===== src/rtl/reg_writeback.sv =====
// Writeback stage: merges load and ALU results onto the register-file write port and tracks pending writes.
// Optional feature macro REG_WRITEBACK_BYPASS_EN: an ALU result may skip an empty FIFO when no load competes.
module reg_writeback #(
  parameter int WIDTH        = 64,
  parameter int COUNT        = 16,
  parameter int COUNTP       = 4,
  parameter int FIFO_DEPTH   = 4,
  parameter int STARVE_LIMIT = 3
) (
  input  logic              clk,
  input  logic              rst,
  input  logic              issue_valid,
  input  logic [COUNTP-1:0] issue_addr,
  input  logic              issue_super,
  input  logic              alu_valid,
  output logic              alu_ready,
  input  logic [COUNTP-1:0] alu_addr,
  input  logic              alu_super,
  input  logic [WIDTH-1:0]  alu_data,
  input  logic              mem_valid,
  output logic              mem_ready,
  input  logic [COUNTP-1:0] mem_addr,
  input  logic              mem_super,
  input  logic [WIDTH-1:0]  mem_data,
  output logic              write_en,
  output logic [COUNTP-1:0] write_addr,
  output logic [WIDTH-1:0]  write_data,
  output logic              supervisor,
  output logic [COUNT-1:0]  busy,
  output logic              ssp_busy
);

  localparam int PW = $clog2(FIFO_DEPTH);
  localparam int SW = $clog2(STARVE_LIMIT + 1);
  localparam logic [PW:0]       FIFO_FULL  = (PW+1)'(FIFO_DEPTH);
  localparam logic [SW-1:0]     STARVE_MAX = SW'(STARVE_LIMIT);
  localparam logic [COUNTP-1:0] SSP_REG    = COUNTP'(15);

  typedef struct packed {
    logic [COUNTP-1:0] addr;
    logic              sup;
    logic [WIDTH-1:0]  data;
  } entry_t;

  entry_t            fifo_q [FIFO_DEPTH];
  entry_t            fifo_d [FIFO_DEPTH];
  logic [PW-1:0]     rd_ptr_q, rd_ptr_d;
  logic [PW-1:0]     wr_ptr_q, wr_ptr_d;
  logic [PW:0]       count_q, count_d;
  logic [SW-1:0]     starve_q, starve_d;
  logic              write_en_q, write_en_d;
  logic [COUNTP-1:0] write_addr_q, write_addr_d;
  logic [WIDTH-1:0]  write_data_q, write_data_d;
  logic              supervisor_q, supervisor_d;
  logic [COUNT-1:0]  busy_q, busy_d;
  logic              ssp_busy_q, ssp_busy_d;

  logic              fifo_empty, fifo_full;
  logic              alu_turn, load_win, bypass, push, pop;
  logic              issue_ssp, write_ssp;
  logic [COUNT-1:0]  busy_set, busy_clr;
  entry_t            head;

  assign fifo_empty = (count_q == '0);
  assign fifo_full  = (count_q == FIFO_FULL);
  assign alu_turn   = !fifo_empty && ((starve_q == STARVE_MAX) || !mem_valid);
  assign load_win   = mem_valid && !alu_turn;
  assign alu_ready  = !fifo_full;
  assign mem_ready  = !alu_turn;
  assign head       = fifo_q[rd_ptr_q];

`ifdef REG_WRITEBACK_BYPASS_EN
  assign bypass = alu_valid && fifo_empty && !mem_valid;
`else
  assign bypass = 1'b0;
`endif

  assign push = alu_valid && !fifo_full && !bypass;
  assign pop  = alu_turn;

  // Write port: queued ALU result when it is its turn, else a load, else (optionally) a bypassed ALU result.
  always_comb begin
    write_en_d   = 1'b0;
    write_addr_d = write_addr_q;
    write_data_d = write_data_q;
    supervisor_d = supervisor_q;
    if (pop) begin
      write_en_d   = 1'b1;
      write_addr_d = head.addr;
      write_data_d = head.data;
      supervisor_d = head.sup;
    end else if (load_win) begin
      write_en_d   = 1'b1;
      write_addr_d = mem_addr;
      write_data_d = mem_data;
      supervisor_d = mem_super;
    end else if (bypass) begin
      write_en_d   = 1'b1;
      write_addr_d = alu_addr;
      write_data_d = alu_data;
      supervisor_d = alu_super;
    end
  end

  always_comb begin
    fifo_d   = fifo_q;
    wr_ptr_d = wr_ptr_q;
    rd_ptr_d = rd_ptr_q;
    count_d  = count_q;
    if (push) begin
      fifo_d[wr_ptr_q] = '{addr: alu_addr, sup: alu_super, data: alu_data};
      wr_ptr_d         = wr_ptr_q + 1'b1;
    end
    if (pop) begin
      rd_ptr_d = rd_ptr_q + 1'b1;
    end
    case ({push, pop})
      2'b10:   count_d = count_q + 1'b1;
      2'b01:   count_d = count_q - 1'b1;
      default: count_d = count_q;
    endcase
  end

  // Counts consecutive load wins over a waiting ALU result so the FIFO cannot starve.
  always_comb begin
    starve_d = starve_q;
    if (pop || fifo_empty) begin
      starve_d = '0;
    end else if (load_win && (starve_q != STARVE_MAX)) begin
      starve_d = starve_q + 1'b1;
    end
  end

  // r15 in supervisor mode maps to the SSP bit; a same-edge set overrides the clear.
  always_comb begin
    issue_ssp = issue_super && (issue_addr == SSP_REG);
    write_ssp = supervisor_q && (write_addr_q == SSP_REG);
    busy_set  = '0;
    busy_clr  = '0;
    if (issue_valid && !issue_ssp) begin
      busy_set[issue_addr] = 1'b1;
    end
    if (write_en_q && !write_ssp) begin
      busy_clr[write_addr_q] = 1'b1;
    end
    busy_d     = (busy_q & ~busy_clr) | busy_set;
    ssp_busy_d = (issue_valid && issue_ssp) || (ssp_busy_q && !(write_en_q && write_ssp));
  end

  always_ff @(posedge clk) begin
    if (rst) begin
      rd_ptr_q     <= '0;
      wr_ptr_q     <= '0;
      count_q      <= '0;
      starve_q     <= '0;
      write_en_q   <= 1'b0;
      write_addr_q <= '0;
      write_data_q <= '0;
      supervisor_q <= 1'b0;
      busy_q       <= '0;
      ssp_busy_q   <= 1'b0;
    end else begin
      rd_ptr_q     <= rd_ptr_d;
      wr_ptr_q     <= wr_ptr_d;
      count_q      <= count_d;
      starve_q     <= starve_d;
      write_en_q   <= write_en_d;
      write_addr_q <= write_addr_d;
      write_data_q <= write_data_d;
      supervisor_q <= supervisor_d;
      busy_q       <= busy_d;
      ssp_busy_q   <= ssp_busy_d;
    end
  end

  // Entry storage needs no reset: occupancy is tracked by the pointers and count.
  always_ff @(posedge clk) begin
    fifo_q <= fifo_d;
  end

  assign write_en   = write_en_q;
  assign write_addr = write_addr_q;
  assign write_data = write_data_q;
  assign supervisor = supervisor_q;
  assign busy       = busy_q;
  assign ssp_busy   = ssp_busy_q;

endmodule


===== config.mk =====
export PLATFORM = sky130hd
export DESIGN_NAME = reg_writeback
export DESIGN_NICKNAME = d
export VERILOG_FILES = /design/src/rtl/reg_writeback.sv
export SDC_FILE = /design/constraint.sdc
export NUM_CORES = 1
export LEC_CHECK = 0
export CAP_MARGIN = 25
export CORE_MARGIN = 3
export CORE_UTILIZATION = 55
export CTS_BUF_LIST = sky130_fd_sc_hd__clkbuf_4
export DETAILED_ROUTE_END_ITERATION = 8
export GPL_ROUTABILITY_DRIVEN = 0
export MAX_ROUTING_LAYER = met4
export PLACE_DENSITY = 0.82
export REMOVE_ABC_BUFFERS = 1
export SETUP_SLACK_MARGIN = 0.2
export SKIP_LAST_GASP = 1
export SLEW_MARGIN = 0
export SYNTH_ARGS = -nofsm -noshare
export SYNTH_HDL_FRONTEND = slang
export SYNTH_SLANG_ARGS = --single-unit

===== constraint.sdc =====
create_clock -name clk -period 7.2 [get_ports clk]
set_clock_uncertainty 0.1 [all_clocks]
set_input_delay 1.8 -clock clk [delete_from_list [all_inputs] [get_ports clk]]
set_output_delay 1.8 -clock clk [all_outputs]
set_load 0.005 [all_outputs]

==> Flow_metrics.wiki <==
{| class="wikitable"
! Metric !! Value
|-
| H-tree levels || 3
|-
| Total power density per cell area || 315 mW/mm^2
|-
| Setup-violating endpoint count in the final report || 0
|-
| Number of enable flip-flop cells after synthesis || 276
|-
| Fin worst setup slack || 1.80 ns
|-
| All-Layer GR Usage || 22.9%
|-
| Overflow left after global routing || 0
|-
| Fraction of registers with async set/reset || 0%
|-
| Area of the mapped netlist || 0.0139 mm^2
|-
| Hold Crit Depth || 1
|-
| Fraction of layout cells with a size suffix above 1 || 22.0%
|-
| Most common cell on crit path || clkdlybuf4s50_1
|-
| Warnings from Yosys || 0
|-
| Kind of capture point of the worst setup path || primary output
|-
| Number of antenna violations at the first check in global routing || 3
|-
| Final TNS setup || 0 ns
|-
| Worst-path maximum fanout || 6
|-
| Required time reported for the critical path endpoint || 5.30 ns
|-
| CTS tree || built
|-
| Met3 WL || 2.78 mm
|-
| Area share of the leading cell type in the synthesized netlist || 59.7%
|-
| Pin count of the biggest net entering global routing || 79
|-
| Primary flip-flop cell chosen by synthesis mapping || edfxtp_1
|-
| Series of cell instances along the critical path || clkdlybuf4s50_1 > nor2b_1 > nor2_1 > inv_1 > clkdlybuf4s50_1
|-
| Length in cells of the worst reg-to-reg path || 8
|-
| Top layer used by detailed routing || met4
|-
| Wire length the detailed router placed on met1 || 12.2 mm
|-
| Total wirelength of the detailed-routed design || 29.8 mm
|-
| First-pass iteration count of the detailed router || 5
|-
| Instance count of the mapped netlist || 748
|-
| Destination of the worst register-to-register timing path || count_q[2]
|-
| Post-DP HPWL || 17.9 mm
|-
| Detail Route Antenna Nets || 0
|-
| Vias per std cell || 5.76
|-
| Setup repair after global routing missed its margin || false
|-
| Multi-input gate area || 0.00341 mm^2
|-
| Sink count of the clock tree || 372
|-
| Final critical delay including setup and external delays || 5.40 ns
|-
| Count of standard-cell rows || 57
|-
| Post-route core utilization || 72.7%
|-
| Hold_buf cts || 0
|-
| Leakage power total || 6.30 nW
|-
| WP data arrival || 3.50 ns
|-
| Max_cap viols || 0
|-
| Crit Path Category || input pin to primary output
|-
| Initial core utilization || 56.6%
|-
| Outcome || complete, no violations
|-
| Number of clock buffers inserted by TritonCTS || 90
|-
| Vias after detailed routing || 8,313
|-
| Worst-Margin Slew || 0.952 ns
|-
| Post-placement worst setup slack || 1.81 ns
|-
| Slowest CP cell || clkdlybuf4s50_1
|-
| Register bit count reported by yosys || 372
|-
| Clock insertion delay at the later pin of the skew report || 0.66 ns
|-
| Mapped Avg Cell Area || 18.6 um^2
|-
| Termination of the worst setup path || mem_ready
|-
| Count of unique library cells instantiated by Yosys || 42
|-
| Worst relative slew slack || 36.4%
|-
| Fin. Hold Viols || 0
|-
| Resized cells post-CTS || 0
|-
| Met2 WL post-DR || 14.3 mm
|-
| Maximum buffer depth of the clock tree || 3
|-
| CP peak stage delay || 0.56 ns
|-
| Root buffer cell || clkbuf_4
|-
| Launching point of the worst reg2reg path || count_q[0]
|-
| Count of fill cells added during filler insertion || 1,540
|-
| Clock input transition at the sequential cells of the worst setup and hold paths || 0.06 ns
|-
| Max Freq || 185 MHz
|-
| Library cell occupying the most area in the post-synthesis netlist || edfxtp_1
|-
| Wire length of the first global-routing pass || 46.6 mm
|-
| Crit path launch || mem_valid
|-
| Worst hold path class || flip-flop to flip-flop
|-
| NumNets Final || 1,192
|-
| Count of boundary I/O pins || 237
|-
| Number of global-route vias before repair || 8,735
|-
| Die Area || 0.0272 mm^2
|-
| Core region area || 0.0245 mm^2
|-
| Total DRC errors in the routed layout || 0
|-
| DR WL/cell || 20.7 um
|-
| Area grow syn2layout || 28.5%
|-
| Port Buffers || 236
|-
| Maximum vdd drop || 471 uV
|-
| Die span in x || 165 um
|-
| Combined flip-flop and latch cell area || 0.0102 mm^2
|-
| Worst Hold Margin || 0.345 ns
|-
| R2R Setup Slk || 4.41 ns
|-
| Sequential-to-total area share from yosys stat || 73.6%
|-
| Number of buffers inserted to repair setup after CTS || 0
|-
| Die boundary height || 165 um
|-
| Initial detailed-routing violation count || 808
|-
| Count of pins over their slew limit || 0
|-
| Leading post-synthesis cells by cell area || edfxtp_1, dfxtp_1, mux4_2
|-
| Kind of start point of the critical path || input pin
|-
| Part of the cycle the worst path needs || 75.0%
|}
==> synthesized netlist by cell type, types with 2 or more instances <==
library cell and number:
edfxtp_1 276, dfxtp_1 96, and3_1 74, a221o_1 69
mux4_2 69, clkbuf_1 24, a21oi_1 21, o21ai_0 17
nand2_1 16, buf_2 10, buf_6 9, nand3_1 7
ha_1 6, inv_1 6, nor2_1 5, buf_1 4
buf_4 3, nand2b_1 3, nor2b_1 3, or3_1 3
a21o_1 2, and3b_1 2, nand3b_1 2, nor3_1 2
nor3_2 2
==> stage by stage <==
step	instances	area, um^2	total power [mW]
floorplan	698	13600	3.32
global placement	1267	16500	3.82
detailed placement	1268	16500	3.85
CTS	1438	17800	5.68
global route	1442	17800	5.90
finish	1443	17800	5.62
==> placed cells by master (no fill, tap or decap), drive strengths merged, types with 3 or more instances in the layout <==
cell / count
a21oi: 22
a221o: 69
and3: 74
buf: 11
bufinv: 3
clkbuf: 145
clkdlybuf4s50: 236
clkinv: 20
dfxtp: 96
diode: 4
edfxtp: 276
ha: 6
inv: 9
mux4: 69
nand2: 16
nand2b: 3
nand3: 7
nor2: 5
nor2b: 3
nor3: 4
o21ai: 17
or3: 3
==> power by group <==
part           internal [mW]  switching [mW]
clock                   1.02           0.794
sequential              2.55           0.140
combinational          0.598           0.516
total                   4.17            1.45
==> sequential cells by signal, summed over array words and instances (netlist names) <==
| signal | count |
|---|---|
| fifo_q | 276 |
| wr_ptr_q | 2 |
| supervisor | 1 |
| write_addr | 4 |
| rd_ptr_q | 2 |
| ssp_busy | 1 |
| starve_q | 2 |
| busy | 16 |
| write_data | 64 |
| count_q | 3 |
| write_en | 1 |
==> cell type report <==
cell class              count  share of cell area, %
inverters                   7                  0.147
flip-flops and latches    372                   57.3
well taps                 324                   2.27
multi-input cells         319                   19.1
diodes                      4                 0.0561
repair buffers            247                   13.9
clock inverters            25                   1.03
clock buffers             145                   6.11
==> metal layers <==
layer,global-route usage [%],vias to the layer above
li1,-,3744
met1,29.8,4147
met2,35.1,377
met3,7.20,45
met4,7.24,0
met5,-,-
==> logic make-up after synthesis <==
group           count (synthesis)  synth area share, %
compound gates                114                 6.76
xor+xnor                        2                0.126
fa+ha+maj                       7                0.685
buf+inv                        57                 2.20
flops                         372                 73.6
mux                            70                 11.3
simple gates                  126                 5.40
==> critical path: cells and delay by family <==
family / cells / cell delay (ns)
buf+inv: 3 / 1.15
simple gates: 2 / 0.55
==> worst min path at each step <==
stage                 from           to  slack, ns
2_1_floorplan  starve_q[0]  starve_q[0]       0.31
3_3_place_gp   starve_q[0]  starve_q[0]       0.31
3_5_place_dp   starve_q[0]  starve_q[0]       0.33
4_1_cts        starve_q[0]  starve_q[0]       0.34
5_1_grt        starve_q[0]  starve_q[0]       0.39
6_report       starve_q[0]  starve_q[0]       0.35
Note: power is estimated with default switching activity, not from simulation.
